## config.mk

```make
export PLATFORM = sky130hd
export DESIGN_NAME = dcfeb_pkt_arbiter
export DESIGN_NICKNAME = d
export VERILOG_FILES = /design/src/rtl/dcfeb_arb_pkg.sv /design/src/rtl/dcfeb_pkt_arbiter_rr_pick.sv /design/src/rtl/dcfeb_pkt_arbiter.sv
export SDC_FILE = /design/constraint.sdc
export NUM_CORES = 1
export LEC_CHECK = 0
export CAP_MARGIN = 40
export CELL_PAD_IN_SITES_DETAIL_PLACEMENT = 1
export CELL_PAD_IN_SITES_GLOBAL_PLACEMENT = 1
export CORE_ASPECT_RATIO = 0.7
export CORE_UTILIZATION = 35
export DETAILED_ROUTE_END_ITERATION = 8
export PLACE_DENSITY_LB_ADDON = 0.1
export SLEW_MARGIN = 40
export SYNTH_ARGS = -nofsm -noshare
export SYNTH_HDL_FRONTEND = slang
export SYNTH_HIERARCHICAL = 1
export SYNTH_SLANG_ARGS = --single-unit
```

## constraint.sdc

```tcl
create_clock -name CLK -period 10.1 [get_ports CLK]
set_clock_uncertainty 0.1 [all_clocks]
set_input_delay 2.02 -clock CLK [delete_from_list [all_inputs] [get_ports CLK]]
set_output_delay 2.02 -clock CLK [all_outputs]
set_load 0.005 [all_outputs]
```

## src/rtl/dcfeb_arb_pkg.sv

```systemverilog
// Shared types and constants for the DCFEB packet arbiter.
package dcfeb_arb_pkg;

  typedef enum logic [1:0] {
    IDLE  = 2'd0,
    XFER  = 2'd1,
    FLUSH = 2'd2,
    GAP   = 2'd3
  } arb_state_e;

  localparam logic [15:0] ABORT_WORD = 16'hDEAD;
  localparam int          STARVE_W   = 10;
  localparam int          STARVE_MAX = (1 << STARVE_W) - 1;

endpackage

```

## src/rtl/dcfeb_pkt_arbiter_rr_pick.sv

```systemverilog
// Round-robin picker: first requester strictly after the pointer, wrapping mod NCH.
module rr_pick #(
  parameter int NCH = 7
) (
  input  logic [NCH-1:0] req,
  input  logic [2:0]     pointer,
  output logic [2:0]     grant,
  output logic           found
);

  always_comb begin
    grant = '0;
    found = 1'b0;
    // Scan farthest-first so the nearest candidate after the pointer overwrites last.
    for (int k = NCH - 1; k >= 0; k--) begin
      logic [3:0] idx;
      idx = 4'(pointer) + 4'd1 + 4'(k);
      if (idx >= 4'(NCH)) idx = idx - 4'(NCH);
      if (req[idx[2:0]]) begin
        grant = idx[2:0];
        found = 1'b1;
      end
    end
  end

endmodule

```

## src/rtl/dcfeb_pkt_arbiter.sv

```systemverilog
// Packet-atomic round-robin drain of the DCFEB receive FIFOs onto one 16-bit stream.
// Optional per-channel statistics ports are enabled by defining DCFEB_ARB_STATS_EN.
module dcfeb_pkt_arbiter
  import dcfeb_arb_pkg::*;
#(
  parameter int NCH     = 7,
  parameter int TIMEOUT = 1023,
  parameter int GAP_CYC = 2
) (
  input  logic              CLK,
  input  logic              RST,
  input  logic [NCH-1:0]    PKT_RDY,
  input  logic [NCH-1:0]    FF_EMPTY,
  input  logic [16*NCH-1:0] FF_DATA,
  input  logic [NCH-1:0]    FF_LAST,
  output logic [NCH-1:0]    FF_REN,
  input  logic              OUT_BUSY,
  output logic [15:0]       OUT_DATA,
  output logic              OUT_VALID,
  output logic              OUT_LAST,
  output logic              OUT_ABORT,
  output logic [2:0]        OUT_CH,
  output logic              ACTIVE
`ifdef DCFEB_ARB_STATS_EN
  ,
  output logic [16*NCH-1:0] PKT_CNT,
  output logic [8*NCH-1:0]  ABORT_CNT
`endif
);

  if (TIMEOUT < 1 || TIMEOUT > STARVE_MAX) begin : g_bad_timeout
    $error("dcfeb_pkt_arbiter: TIMEOUT must be in 1..1023");
  end
  if (NCH < 1 || NCH > 8) begin : g_bad_nch
    $error("dcfeb_pkt_arbiter: NCH must be in 1..8");
  end

  localparam logic [STARVE_W-1:0] TO_VAL  = STARVE_W'(TIMEOUT);
  localparam logic [STARVE_W-1:0] GAP_END = STARVE_W'((GAP_CYC > 0) ? GAP_CYC - 1 : 0);
  localparam arb_state_e          DONE_ST = (GAP_CYC > 0) ? GAP : IDLE;

  arb_state_e          state, state_nx;
  logic [2:0]          ptr;
  logic [2:0]          pick_g;
  logic                pick_found;
  logic [STARVE_W-1:0] starve;
  logic [STARVE_W-1:0] gap_cnt;
  logic                rd;
  logic                abort_fire;

  logic        cur_empty, cur_last, timed_out;
  logic [15:0] cur_data;

  // ptr doubles as the latched grant for the packet in flight.
  assign cur_empty = FF_EMPTY[ptr];
  assign cur_last  = FF_LAST[ptr];
  assign cur_data  = FF_DATA[{ptr, 4'd0} +: 16];
  assign timed_out = (starve == TO_VAL);
  assign ACTIVE    = (state == XFER) || (state == FLUSH);

  rr_pick #(.NCH(NCH)) u_pick (
    .req     (PKT_RDY),
    .pointer (ptr),
    .grant   (pick_g),
    .found   (pick_found)
  );

  always_ff @(posedge CLK) begin
    // NOTE: sequential state uses non-blocking assignments so every flop samples pre-edge values.
    if (RST) state <= IDLE;
    else     state <= state_nx;
  end

  always_comb begin
    // NOTE: defaults first; any path that skips an assignment would otherwise infer a latch.
    state_nx   = state;
    rd         = 1'b0;
    abort_fire = 1'b0;
    unique case (state)
      IDLE:  if (pick_found) state_nx = XFER;
      XFER: begin
        if (timed_out) begin
          abort_fire = !OUT_BUSY;
          if (abort_fire) state_nx = FLUSH;
        end else begin
          rd = !cur_empty && !OUT_BUSY;
          if (rd && cur_last) state_nx = DONE_ST;
        end
      end
      FLUSH: begin
        rd = !cur_empty;
        if (rd && cur_last) state_nx = DONE_ST;
      end
      GAP:   if (gap_cnt == GAP_END) state_nx = IDLE;
      default: state_nx = IDLE;
    endcase
    if (RST) rd = 1'b0;
    FF_REN = NCH'(rd) << ptr;
  end

  always_ff @(posedge CLK) begin
    if (RST) begin
      ptr       <= 3'(NCH - 1);
      OUT_CH    <= '0;
      OUT_DATA  <= '0;
      OUT_VALID <= 1'b0;
      OUT_LAST  <= 1'b0;
      OUT_ABORT <= 1'b0;
      starve    <= '0;
      gap_cnt   <= '0;
    end else begin
      OUT_VALID <= 1'b0;
      OUT_LAST  <= 1'b0;
      OUT_ABORT <= 1'b0;
      gap_cnt   <= (state == GAP) ? gap_cnt + 1'b1 : '0;
      if (state == IDLE && pick_found) begin
        ptr    <= pick_g;
        OUT_CH <= pick_g;
        starve <= '0;
      end
      if (state == XFER) begin
        if (rd) begin
          OUT_VALID <= 1'b1;
          OUT_DATA  <= cur_data;
          OUT_LAST  <= cur_last;
          starve    <= '0;
        end else if (abort_fire) begin
          OUT_VALID <= 1'b1;
          OUT_DATA  <= ABORT_WORD;
          OUT_LAST  <= 1'b1;
          OUT_ABORT <= 1'b1;
        end else if (!timed_out) begin
          // Backpressure is not starvation; once at TIMEOUT the count holds for the abort.
          if (OUT_BUSY)       starve <= '0;
          else if (cur_empty) starve <= starve + 1'b1;
        end
      end
    end
  end

`ifdef DCFEB_ARB_STATS_EN
  logic [15:0] pkt_cnt   [NCH];
  logic [7:0]  abort_cnt [NCH];

  always_ff @(posedge CLK) begin
    // NOTE: these counter arrays are architecturally visible, so every entry is cleared on reset.
    if (RST) begin
      for (int i = 0; i < NCH; i++) begin
        pkt_cnt[i]   <= '0;
        abort_cnt[i] <= '0;
      end
    end else begin
      if (state == XFER && rd && cur_last && pkt_cnt[ptr] != '1)
        pkt_cnt[ptr] <= pkt_cnt[ptr] + 1'b1;
      if (abort_fire && abort_cnt[ptr] != '1)
        abort_cnt[ptr] <= abort_cnt[ptr] + 1'b1;
    end
  end

  for (genvar i = 0; i < NCH; i++) begin : g_stats
    assign PKT_CNT[16*i +: 16]  = pkt_cnt[i];
    assign ABORT_CNT[8*i +: 8]  = abort_cnt[i];
  end
`endif

endmodule
```

==> metrics.txt <==
DP HPWL=16.01 mm; HP Class=reg -> reg; mapped cell area=5244 um^2; Area after DPL=6917 um^2; fin nets=930; synth warn=6; Met1 Wirelength=9.995 mm; Max Buffers Root-to-Sink=2; H-Tree Depth=2; # hold bufs at CTS=0; PnR worst setup slack=3.369 ns; max-slew violation count=0; syn avg cell area=8.043 um^2; Clock Root Buffer=clkbuf_16; final WL=20.82 mm; crit path kind=in -> out; Core Region=14680 um^2; final-report setup violation count=0; starting density of the core=0.3573; ratio of cells with drive above 1 in the final layout=0.09524; CTS Sinks=46; area share of the largest cell type after synthesis=0.1756; startpoint types=primary input; final hold vios=0; DRC=2; Die W=148.3 um; Slew @ Worst Pin=0.8552 ns; Post-synth EDFFs=0; Ant. Diodes=0; Slew Limit Headroom=0.4299; simple-gate area share of the yosys netlist=0.2209; via count=5822; ANT nets after route=0; RSZ-0062 raised after global routing=false; Tcrit/Tclk final=0.6665; pre-CTS WS=3.422 ns; syn_nets=806; arrival time at the worst endpoint=4.61 ns; dominant cell type by area after synthesis=dfxtp_1; full die area=15480 um^2; status=finished, violations left; Seq/Total Area, Yosys=0.1756; row count=37; TNS Setup=0 ns; max cap viols=0; clk_lat worst skew=0.30 ns; WP data required=7.98 ns; Reg clk slew, reported paths=0.07 ns; Post-synth top cells=nand2_1 (73), dfxtp_1 (46), mux2i_1 (43); total gr overflow=0; DRT Pass-1 Iters=7; CTS tree=yes; vias per cell=5.990; Yosys reg bits=46; largest net degree at the start of global routing=58; power per standard cell area=303.0 nW/um^2; Most used DFF post-synth=dfxtp_1; Setup crit end kind=primary output; num ports=166; largest family of logic cells by synthesized area=compound AO/OA/AOI/OAI gates; RePlAce Congestion=0.8916; Port Buffers=165; worst-path maximum fanout=11; overall global routing resource usage=0.2656; Final Total Pwr=2.149 mW; adder-cell share of the synthesized area=0.04295; asr flop ratio synth=0; VDD IR-drop max=0.1220 mV; cts repair resizes=0; leakage=2.527 nW; Compound-Gate Fraction of Synth Area=0.2534; cell area after layout=7093 um^2; Die Y=104.4 um; most frequent cell after synthesis=nand2_1; Routed WL per cell=21.42 um; Post-Synthesis Cells=652; Final min period=6.731 ns; initial DRC count=475; Layout area overhead=35.27%; post-synth cell types=85; Max Used Layer=met4; xor and xnor area share after synthesis=0.04390; Post-CTS Repair Setup Buffers=0; met2 WL post-DR=8.935 mm; Area contributors post-synth=dfxtp_1 (18%), mux4_2 (8.6%), mux2i_1 (8.2%); initial antenna violation count=0; Max Clk Rate=0.1486 GHz; met3 WL post-DR=1.661 mm; total CTS buffers=5; number of global-route vias before repair=5782; post-synthesis mux area share=0.1959; failing checks=DRC; first-pass GRT wire length=32.12 mm
## metrics by stage
stage / hold slack [ns] / utilization / instances
finish: 0.3640 / 0.4833 / 972
global route: 0.4064 / 0.4833 / 972
CTS: 0.3736 / 0.4828 / 972
detailed placement: 0.3560 / 0.4713 / 964
global placement: 0.3385 / 0.4708 / 963
floorplan: 0.3295 / - / 652
## cells in the final DEF (no fill, tap or decap), types with 5 or more instances in the layout
cell               n
clkdlybuf4s50_1  165
ha_1              17
o21ai_0           29
clkbuf_16          6
xor2_1             8
a311oi_1          12
nand3_1           25
a21oi_1           28
o211ai_1          27
o2111ai_1          8
a31oi_1           15
nand4_1            5
buf_4              5
nand2_1           73
and3_1            11
mux2_2            10
nor4_1             5
nor2b_1            7
a221oi_1           6
nor2_1            40
dfxtp_1           43
o221ai_1           5
mux4_2            20
nand2b_1           8
and2_1             6
o22ai_1            5
mux2i_1           43
nor3_1            25
xnor2_1           12
inv_1             21
## registers in the layout, indices dropped and copies added, names as in the netlist
| signal | cells |
|---|---|
| OUT_DATA | 16 |
| gap_cnt | 10 |
| starve | 10 |
| OUT_CH | 3 |
| ptr | 2 |
| state | 2 |
| OUT_ABORT | 1 |
| OUT_LAST | 1 |
| OUT_VALID | 1 |
## layout make-up
| type | instances | area (um^2) |
|---|---|---|
| flip-flops and latches | 46 | 927.1 |
| inverters | 21 | 78.83 |
| fillers | 1726 | 7582 |
| repair buffers | 171 | 1694 |
| multi-input cells | 531 | 3980 |
| clock inverters | 2 | 18.77 |
| well taps | 195 | 244.0 |
| clock buffers | 6 | 150.1 |
## critical path: stages
cell and delay [ns]:
clkdlybuf4s50_1 0.71, nand2b_1 0.33, a31oi_1 0.31, o211ai_2 0.26, nor4b_1 0.41, clkdlybuf4s50_1 0.57
## metal layers
layer,vias up,GRT usage
met2,216,0.3964
li1,2707,-
met4,0,0.04418
met3,19,0.05746
met5,-,0
met1,2880,0.3910
## cell families after synthesis
group                    Yosys count
AND/OR/NAND/NOR                  233
multiplexers                      75
XOR/XNOR                          23
buffers and inverters             75
flip-flops                        46
AO/OA/AOI/OAI                    182
adder cells (fa/ha/maj)           18
## final timing paths
check,from,end,slack (ns),cells after the start
worst max-delay path,OUT_BUSY,FF_REN[6],3.37,6
worst min-delay path,gap_cnt[0],gap_cnt[0],0.36,1
worst max register to register,OUT_CH[0],starve[9],4.04,16
worst min register to register,gap_cnt[0],gap_cnt[0],0.36,1
## where the power goes
part           switching [mW]  total [mW]  leakage, nW  internal, mW
Clock                  0.0787       0.187       0.0801         0.109
Combinational            1.05        1.73         2.07         0.679
Sequential             0.0287       0.234        0.373         0.205
Power figures use the tool's default switching activity.
